### src/rtl/instruction_encoder.sv
// Packs decoded instruction fields into 32-bit words and streams them to
// consecutive instruction-memory addresses until a halt, an overflow or a bad immediate.
module instruction_encoder #(
   parameter int ADDR_WIDTH = 10,
   parameter int BASE_ADDR  = 0,
   parameter int MAX_WORDS  = 1024
) (
   input  logic                  clk,
   input  logic                  rst_n,
   input  logic                  start,
   input  logic                  in_valid,
   output logic                  in_ready,
   input  logic [5:0]            in_opcode,
   input  logic [4:0]            in_rd,
   input  logic [4:0]            in_rs,
   input  logic [4:0]            in_rt,
   input  logic [4:0]            in_shamt,
   input  logic [31:0]           in_imm,
   output logic                  imem_we,
   output logic [ADDR_WIDTH-1:0] imem_addr,
   output logic [31:0]           imem_wdata,
   output logic                  busy,
   output logic                  done,
   output logic                  error,
   output logic [1:0]            err_code,
   output logic [ADDR_WIDTH:0]   word_count,
   output logic [1:0]            dbg_state
);

   // Handshake: a bundle transfers on a rising edge where in_valid and in_ready
   // are both high; in_ready is a pure decode of the current state and count.

   typedef enum logic [1:0] {
      ST_IDLE  = 2'd0,
      ST_LOAD  = 2'd1,
      ST_DONE  = 2'd2,
      ST_ERROR = 2'd3
   } state_t;

   localparam logic [ADDR_WIDTH-1:0] BASE_PTR = BASE_ADDR[ADDR_WIDTH-1:0];
   localparam logic [ADDR_WIDTH:0]   MAX_CNT  = MAX_WORDS[ADDR_WIDTH:0];
   localparam logic [ADDR_WIDTH-1:0] PTR_ONE  = 1;
   localparam logic [ADDR_WIDTH:0]   CNT_ONE  = 1;

   state_t                r_state;
   state_t                w_state_next;
   logic [ADDR_WIDTH-1:0] r_ptr;
   logic [ADDR_WIDTH:0]   r_word_count;
   logic                  r_we;
   logic [ADDR_WIDTH-1:0] r_addr;
   logic [31:0]           r_wdata;
   logic                  r_busy;
   logic                  r_done;
   logic                  r_error;
   logic [1:0]            r_err_code;

   logic [31:0]           w_word;
   logic                  w_imm_chk;
   logic                  w_imm_ok;
   logic                  w_xfer;
   logic                  w_overflow;
   logic                  w_imm_err;
   logic                  w_write;
   logic                  w_halt;
   logic                  w_start;

   always_comb begin
      w_word    = 32'h0000_0000;
      w_imm_chk = 1'b0;
      w_imm_ok  = (in_imm[31:15] == '0) || (in_imm[31:15] == '1);
      if (in_opcode == 6'd0) begin
         w_word = 32'h0000_0000;
      end else if (in_opcode < 6'd16) begin
         w_word = {in_opcode, in_rd, in_rs, in_rt, in_shamt, 6'b000000};
      end else if (in_opcode < 6'd24) begin
         w_word    = {in_opcode, in_rd, in_rs, in_imm[15:0]};
         w_imm_chk = 1'b1;
      end else if (in_opcode < 6'd28) begin
         w_word    = {in_opcode, in_rd, in_rt, in_imm[15:0]};
         w_imm_chk = 1'b1;
      end else begin
         w_word    = {in_opcode, in_rs, in_rt, in_imm[15:0]};
         w_imm_chk = 1'b1;
      end
   end

   // Ready stays high at the capacity limit so that the overflowing bundle is seen and reported.
   assign in_ready   = (r_state == ST_LOAD) && (r_word_count <= MAX_CNT);
   assign w_xfer     = in_valid && in_ready;
   assign w_overflow = w_xfer && (r_word_count == MAX_CNT);
   assign w_imm_err  = w_xfer && !w_overflow && w_imm_chk && !w_imm_ok;
   assign w_write    = w_xfer && !w_overflow && !w_imm_err;
   assign w_halt     = w_write && (in_opcode == 6'd0);
   assign w_start    = start && (r_state != ST_LOAD);

   always_comb begin
      w_state_next = r_state;
      case (r_state)
         ST_IDLE, ST_DONE, ST_ERROR: begin
            if (start) w_state_next = ST_LOAD;
         end
         ST_LOAD: begin
            if (w_overflow || w_imm_err) w_state_next = ST_ERROR;
            else if (w_halt)             w_state_next = ST_DONE;
         end
         default: w_state_next = ST_IDLE;
      endcase
   end

   always_ff @(posedge clk) begin
      if (!rst_n) r_state <= ST_IDLE;
      else        r_state <= w_state_next;
   end

   always_ff @(posedge clk) begin
      if (!rst_n) begin
         r_ptr        <= '0;
         r_word_count <= '0;
         r_we         <= 1'b0;
         r_addr       <= '0;
         r_wdata      <= '0;
         r_busy       <= 1'b0;
         r_done       <= 1'b0;
         r_error      <= 1'b0;
         r_err_code   <= 2'b00;
      end else begin
         r_we   <= w_write;
         r_busy <= (w_state_next == ST_LOAD);
         if (w_start) begin
            r_ptr        <= BASE_PTR;
            r_word_count <= '0;
            r_done       <= 1'b0;
            r_error      <= 1'b0;
            r_err_code   <= 2'b00;
         end
         if (w_write) begin
            r_addr       <= r_ptr;
            r_wdata      <= w_word;
            r_ptr        <= r_ptr + PTR_ONE;
            r_word_count <= r_word_count + CNT_ONE;
         end
         if (w_halt) r_done <= 1'b1;
         if (w_overflow) begin
            r_error    <= 1'b1;
            r_err_code <= 2'b10;
         end
         if (w_imm_err) begin
            r_error    <= 1'b1;
            r_err_code <= 2'b01;
         end
      end
   end

   assign imem_we    = r_we;
   assign imem_addr  = r_addr;
   assign imem_wdata = r_wdata;
   assign busy       = r_busy;
   assign done       = r_done;
   assign error      = r_error;
   assign err_code   = r_err_code;
   assign word_count = r_word_count;
   assign dbg_state  = r_state;

endmodule

### config.mk
export PLATFORM = sky130hd
export DESIGN_NAME = instruction_encoder
export DESIGN_NICKNAME = d
export VERILOG_FILES = /design/src/rtl/instruction_encoder.sv
export SDC_FILE = /design/constraint.sdc
export NUM_CORES = 1
export LEC_CHECK = 0
export ABC_AREA = 1
export BUFFER_PORTS_ARGS = -buffer_cell sky130_fd_sc_hd__buf_2
export CORE_MARGIN = 2
export CORE_UTILIZATION = 40
export DETAILED_ROUTE_END_ITERATION = 8
export MAX_ROUTING_LAYER = met4
export PLACE_DENSITY_LB_ADDON = 0.12
export SYNTH_ARGS = -nofsm -noshare
export SYNTH_HDL_FRONTEND = slang
export SYNTH_SLANG_ARGS = --single-unit
### constraint.sdc
create_clock -name clk -period 3.52 [get_ports clk]
set_input_delay 0.352 -clock clk [delete_from_list [all_inputs] [get_ports clk]]
set_output_delay 0.352 -clock clk [all_outputs]
set_load 0.01 [all_outputs]
# Yosys cells after proc, flatten, opt, wreduce, memory -nomap -nowiden
# Index checks and enable logic that the tools add are counted.
dict set report totals {
  ff_bits 71
  input_bits 62
  out_inout_bits 62
  word_cells 69
}
dict set report op_classes {
  n_addsub 2
  order_cmp 4
  eq_ne 7
  n_mux 21
  n_bitwise 1
  n_reduce_logical 23
}
# op n
set ops {}
lappend ops {{two-way mux 26 bit} 3}
lappend ops {{two-way mux 32 bit} 1}
lappend ops {{two-way mux 11 bit} 2}
lappend ops {{two-way mux 10 bit} 2}
lappend ops {{less-than comparator 6 x 5 -> 1 bit, second input constant} 3}
lappend ops {{equality test 17 bit, second input constant} 1}
lappend ops {{zero test 17 bit} 1}
lappend ops {{adder 11 x 1 -> 11 bit, second input constant} 1}
lappend ops {{equality test 11 bit, second input constant} 1}
lappend ops {{<= comparator 11 bit, second input constant} 1}
lappend ops {{adder 10 x 1 -> 10 bit, second input constant} 1}
lappend ops {{two-way mux 2 bit} 5}
lappend ops {{logical AND 1 bit} 9}
lappend ops {{two-way mux 1 bit} 7}
lappend ops {{zero test 6 bit} 1}
lappend ops {{nonzero test 2 bit} 3}
lappend ops {{equality test 2 x 1 -> 1 bit, second input constant} 2}
lappend ops {{equality test 2 bit, second input constant} 2}
lappend ops {{one-hot mux 2 bit (2 select lines)} 1}
lappend ops {{zero test 1 bit} 3}
lappend ops {{nonzero test 3 bit} 1}
lappend ops {{OR reduction 3 bit} 1}
lappend ops {{zero test 2 bit} 1}
lappend ops {{logical OR 1 bit} 2}
lappend ops {{other kinds (3)} 3}

# Logic depth before layout (Yosys ltp)
dict set report depth {
  depth_word 15
  depth_mapped 12
  depth_no_buf 11
}

# Worst setup path after synthesis
# OpenSTA, ideal clock, no wires.
dict set report synth_timing {
  kind {flip-flop to flip-flop}
  start {reg r_word_count[0], in the netlist word_count[0]}
  end {reg r_wdata[11], in the netlist imem_wdata[11]}
  setup_ns 0.115
  arrival_ns 1.557
  t_required_ns 3.405
  slack_ns 1.848
  stages_incl_launch_ff 13
  n_path_buf 2
  period_less_slack_ns 1.672
  path_cell_list {dfxtp_1 -> inv_1 -> ha_1 -> nand2_1 -> nor3_1 -> nand2_2 -> nand4_4 -> inv_4 -> nand2_8 -> buf_8 -> buf_12 -> nand3_2 -> nand2_1}
}
dict set report synth_via {
  elab_chain_len 10
  word_cells_on_any_way 11
  cone_classes {order compare: 1; eq/ne: 1; reduce/logical: 9}
}
# item line_no
set synth_lines {}
lappend synth_lines {{start: declaration} 48} ;# logic [ADDR_WIDTH:0] r_word_count;
lappend synth_lines {{start signal: assignment} 140} ;# r_word_count <= r_word_count + CNT_ONE;
lappend synth_lines {{<= comparator 11 bit} 88} ;# assign in_ready = (r_state == ST_LOAD) && (r_word_count <= MAX_CNT);
lappend synth_lines {{logical AND 1 bit} 88}
lappend synth_lines {{logical AND 1 bit} 89} ;# assign w_xfer = in_valid && in_ready;
lappend synth_lines {{logical AND 1 bit} 90} ;# assign w_overflow = w_xfer && (r_word_count == MAX_CNT);
lappend synth_lines {{zero test 1 bit} {91, 92}}
lappend synth_lines {{logical AND 1 bit *} {91, 92}}
lappend synth_lines {{logical AND 1 bit (2 in a row)} 91} ;# assign w_imm_err = w_xfer && !w_overflow && w_imm_chk && !w_imm_ok;
lappend synth_lines {{zero test 1 bit} 92} ;# assign w_write = w_xfer && !w_overflow && !w_imm_err;
lappend synth_lines {{logical AND 1 bit *} 92}
lappend synth_lines {{end signal: assignment} 138} ;# r_wdata <= w_word;
lappend synth_lines {{end: declaration} 51} ;# logic [31:0] r_wdata;
# Mark *: on every way between the ends. The rest lies on a longest branch, timed or not.
# A chain may end at the register's enable or synchronous reset.

# Worst setup path in the final report
dict set report layout_timing {
  start {reg r_word_count[0], in the netlist word_count[0]}
  end {reg r_ptr[6]}
}
dict set report layout_via {
  elab_chain_len 11
  word_cells_on_any_way 13
  cone_classes {order compare: 1; eq/ne: 1; mux: 1; reduce/logical: 10}
}
# item line_no
set layout_lines {}
lappend layout_lines {{<= comparator 11 bit} 88}
lappend layout_lines {{logical AND 1 bit} 88}
lappend layout_lines {{logical AND 1 bit} 89}
lappend layout_lines {{logical AND 1 bit} 90}
lappend layout_lines {{zero test 1 bit} {91, 92}}
lappend layout_lines {{logical AND 1 bit *} {91, 92}}
lappend layout_lines {{logical AND 1 bit (2 in a row)} 91}
lappend layout_lines {{zero test 1 bit} 92}
lappend layout_lines {{logical AND 1 bit *} 92}
lappend layout_lines {{two-way mux 10 bit / nonzero test 2 bit (equally long branches)} -}
lappend layout_lines {{end signal: assignment} 139} ;# r_ptr <= r_ptr + PTR_ONE;
lappend layout_lines {{end: declaration} 47} ;# logic [ADDR_WIDTH-1:0] r_ptr;
# Marks and branches as above.

==> impl_metrics.py <==
metrics = {
    "status": {
        "outcome": "complete, no violations",
    },
    "floorplan": {
        "die_x_microns": 97.7,
        "start_util": 0.407,
        "boundaryPins": 124,
        "fp.coreArea_sq_um": 8640,
        "fp.dieArea_sq_um": 9540,
        "die-height_microns": 97.7,
        "num_rows": 34,
    },
    "global_routing": {
        "track_usage": 0.201,
        "met3_usage": 0.0417,
        "grt_overflow": 0,
        "grt_antenna_before_repair": 0,
        "use_met1": 0.246,
        "grt_pass1_wl_mm": 15.5,
        "grt_max_degree": 61,
        "use_met2": 0.332,
        "top_usage_layer": "met2",
        "grt_pass1_vias": 3461,
    },
    "synth": {
        "synthAdderAreaFrac": 0.0107,
        "synthMuxAreaShare": 0,
        "synth_edf_count": 0,
        "synth_top_family_by_area": "simple AND/OR/NAND/NOR gates",
        "ys.flop_type": "dfxtp_1",
        "ys_ff_latch": 71,
        "synth_area_sq_um": 3510,
        "synthSimpleGateAreaFrac": 0.372,
        "yosysWarnings": 0,
        "synth_compound_area_frac": 0.116,
        "synth_fp_nets": 571,
        "avgSynthCellArea_sq_um": 6.94,
        "synth_top_area_share": 0.405,
        "synth_area_leaders": "dfxtp_1 (40%), nand2_1 (12%), nor2_1 (11%), nand3_1 (6.3%), o21ai_0 (5.6%)",
        "yosysMostFrequentCell": "nand2_1",
        "async_flop_share": 0,
        "ys_seq_area_frac": 0.405,
        "synth_cells": 506,
        "synthDistinctLibCells": 33,
        "synth_commonest_cells": "nand2_1 (109), nor2_1 (102), dfxtp_1 (71)",
        "synth_top_area_cell": "dfxtp_1",
        "synth_xor_area_frac": 0.00998,
    },
    "timing": {
        "fin_tns_setup_ns": 0,
        "fin_crit_ns": 2.23,
        "grt_setup_unrepaired": "false",
        "worstMarginPinSlew_ns": 0.779,
        "clock_skew_ns": 0.0136,
        "fin_crit_sh": 0.633,
        "max_freq_mhz": 449,
        "setup_viol": 0,
        "whs_ns": 0.248,
        "report.final.slew_viol_count": 0,
        "relSlewSlack": 0.479,
        "hold_violations": 0,
    },
    "route": {
        "drc": 0,
        "first_pass_iters": 4,
        "via_count": 3548,
        "drt_iter0_drc": 74,
        "wl_per_cell_microns": 12.4,
        "postRouteAntennaNets": 0,
        "vias_per_cell": 4.84,
        "wl_mm": 9.07,
    },
    "worst_setup_path": {
        "cp_max_fo": 33,
        "path_class": "flip-flop to flip-flop",
        "crit_arrival_ns": 2.50,
        "end_kind": "flip-flop",
        "cp.required_ns": 3.79,
        "critPathLaunchType": "flip-flop",
    },
    "clock_network": {
        "root_buffer": "clkbuf_8",
        "cts_max_level": 3,
        "cts_post_setup_buffers_inserted": 0,
        "cts_tree": "yes",
        "clk-insertion-delay-late_ns": 0.34,
        "cts.repair.resized": 0,
        "clk_pin_slew_worst_paths_ns": 0.07,
        "cts_buffers": 9,
        "cts_sinks": 71,
        "ctsLongestPathBuffers": 2,
        "hold_buffers": 0,
    },
    "hold_path": {
        "worstHoldPathType": "input pin to flip-flop",
    },
    "placed_design": {
        "dp.cells": 717,
        "io_buffers": 123,
        "hpwl_mm": 6.39,
        "gp_congestion": 0.884,
    },
    "layout": {
        "final_cells": 733,
        "fillCellCount": 932,
        "fin_nets": 685,
        "postLayoutCoreUtil": 0.501,
        "area_delta_synth_final_pct": 23.3,
        "final_layout_size_suffix_gt1_frac": 0.262,
        "num_antenna_cells": 0,
    },
    "power": {
        "ir_drop_mv": 0.240,
        "p_leak_uw": 0.00205,
        "p_per_area_nw_per_um2": 390,
    },
    "flow_run": {
        "drv_cap": 0,
    },
}
==> critical path: stages, from the launching register on <==
cell	delay, ns
dfxtp_1	0.40
inv_1	0.08
ha_1	0.20
nand2_1	0.06
nor3_1	0.04
nand2_2	0.12
nand4_4	0.12
nor2_4	0.64
buf_4	0.29
nand2_1	0.06
a21oi_1	0.13
==> metal layers <==
metal  part of all wire  wire length (microns)
met1               0.47                   4240
met2               0.47                   4230
met3              0.054                    487
met4              0.013                    117
met5                  0                      0
==> per-stage QoR <==
step	setup WS (ns)	instance area, sq um	total power (uW)
after floorplan	1.85	3510	953
after global placement	1.28	4120	1030
after detailed placement	1.23	4120	1030
after CTS	1.25	4330	1710
after global routing	1.01	4330	1770
final	1.29	4330	1690
==> final cells by class <==
class | instances | area [sq um] | share of cell area
Multi-Input combinational cell | 375 | 1790 | 0.412
Tap cell | 108 | 135 | 0.0312
Sequential cell | 71 | 1420 | 0.328
Clock buffer | 13 | 169 | 0.0390
Timing Repair Buffer | 126 | 638 | 0.147
Inverter | 37 | 141 | 0.0326
Clock inverter | 3 | 40.0 | 0.00925
==> cells in the final DEF, fill, tap and decap left out, types with 2 or more instances in the layout <==
master    instances
dfxtp_1          71
nand4_1           5
o21ai_0          39
buf_2           123
nand3_1          44
o21ai_1           5
nand2_2           2
nand3_2          11
xor2_1            2
nor3_1            6
buf_4             3
nand2_1         109
ha_1              3
clkinv_2          2
nor2_1          102
a21oi_1          35
inv_1            35
clkbuf_8         12
xnor2_1           2
==> path summary, 6_finish.rpt <==
path                                     from             to  slack, ns  depth (start not counted)
worst min-delay path                in_imm[0]  imem_wdata[0]       0.25                          3
worst max-delay path            word_count[0]       r_ptr[6]       1.29                         10
worst max register to register  word_count[0]       r_ptr[6]       1.29                         10
worst min register to register    err_code[1]    err_code[1]       0.46                          2
==> where the power goes <==
group | switching (uW) | internal, uW | total, uW
sequential | 7.82 | 818 | 826
combinational | 111 | 69.8 | 180
clock | 299 | 384 | 683
total | 418 | 1270 | 1690
==> state kept, by name, indices dropped and copies added (netlist names) <==
register / flops
imem_wdata: 32
word_count: 11
imem_addr: 10
r_ptr: 10
dbg_state: 2
err_code: 2
busy: 1
done: 1
error: 1
imem_we: 1
==> cells by family (layout without fill, tap and decap cells) <==
logic type / after synthesis / count (layout)
AO/OA/AOI/OAI: 80 / 80
AND/OR/NAND/NOR: 288 / 288
XOR/XNOR: 4 / 4
buffers and inverters: 60 / 179
flip-flops: 71 / 71
adder cells (fa/ha/maj): 3 / 3
(Power assumes the default switching activity.)
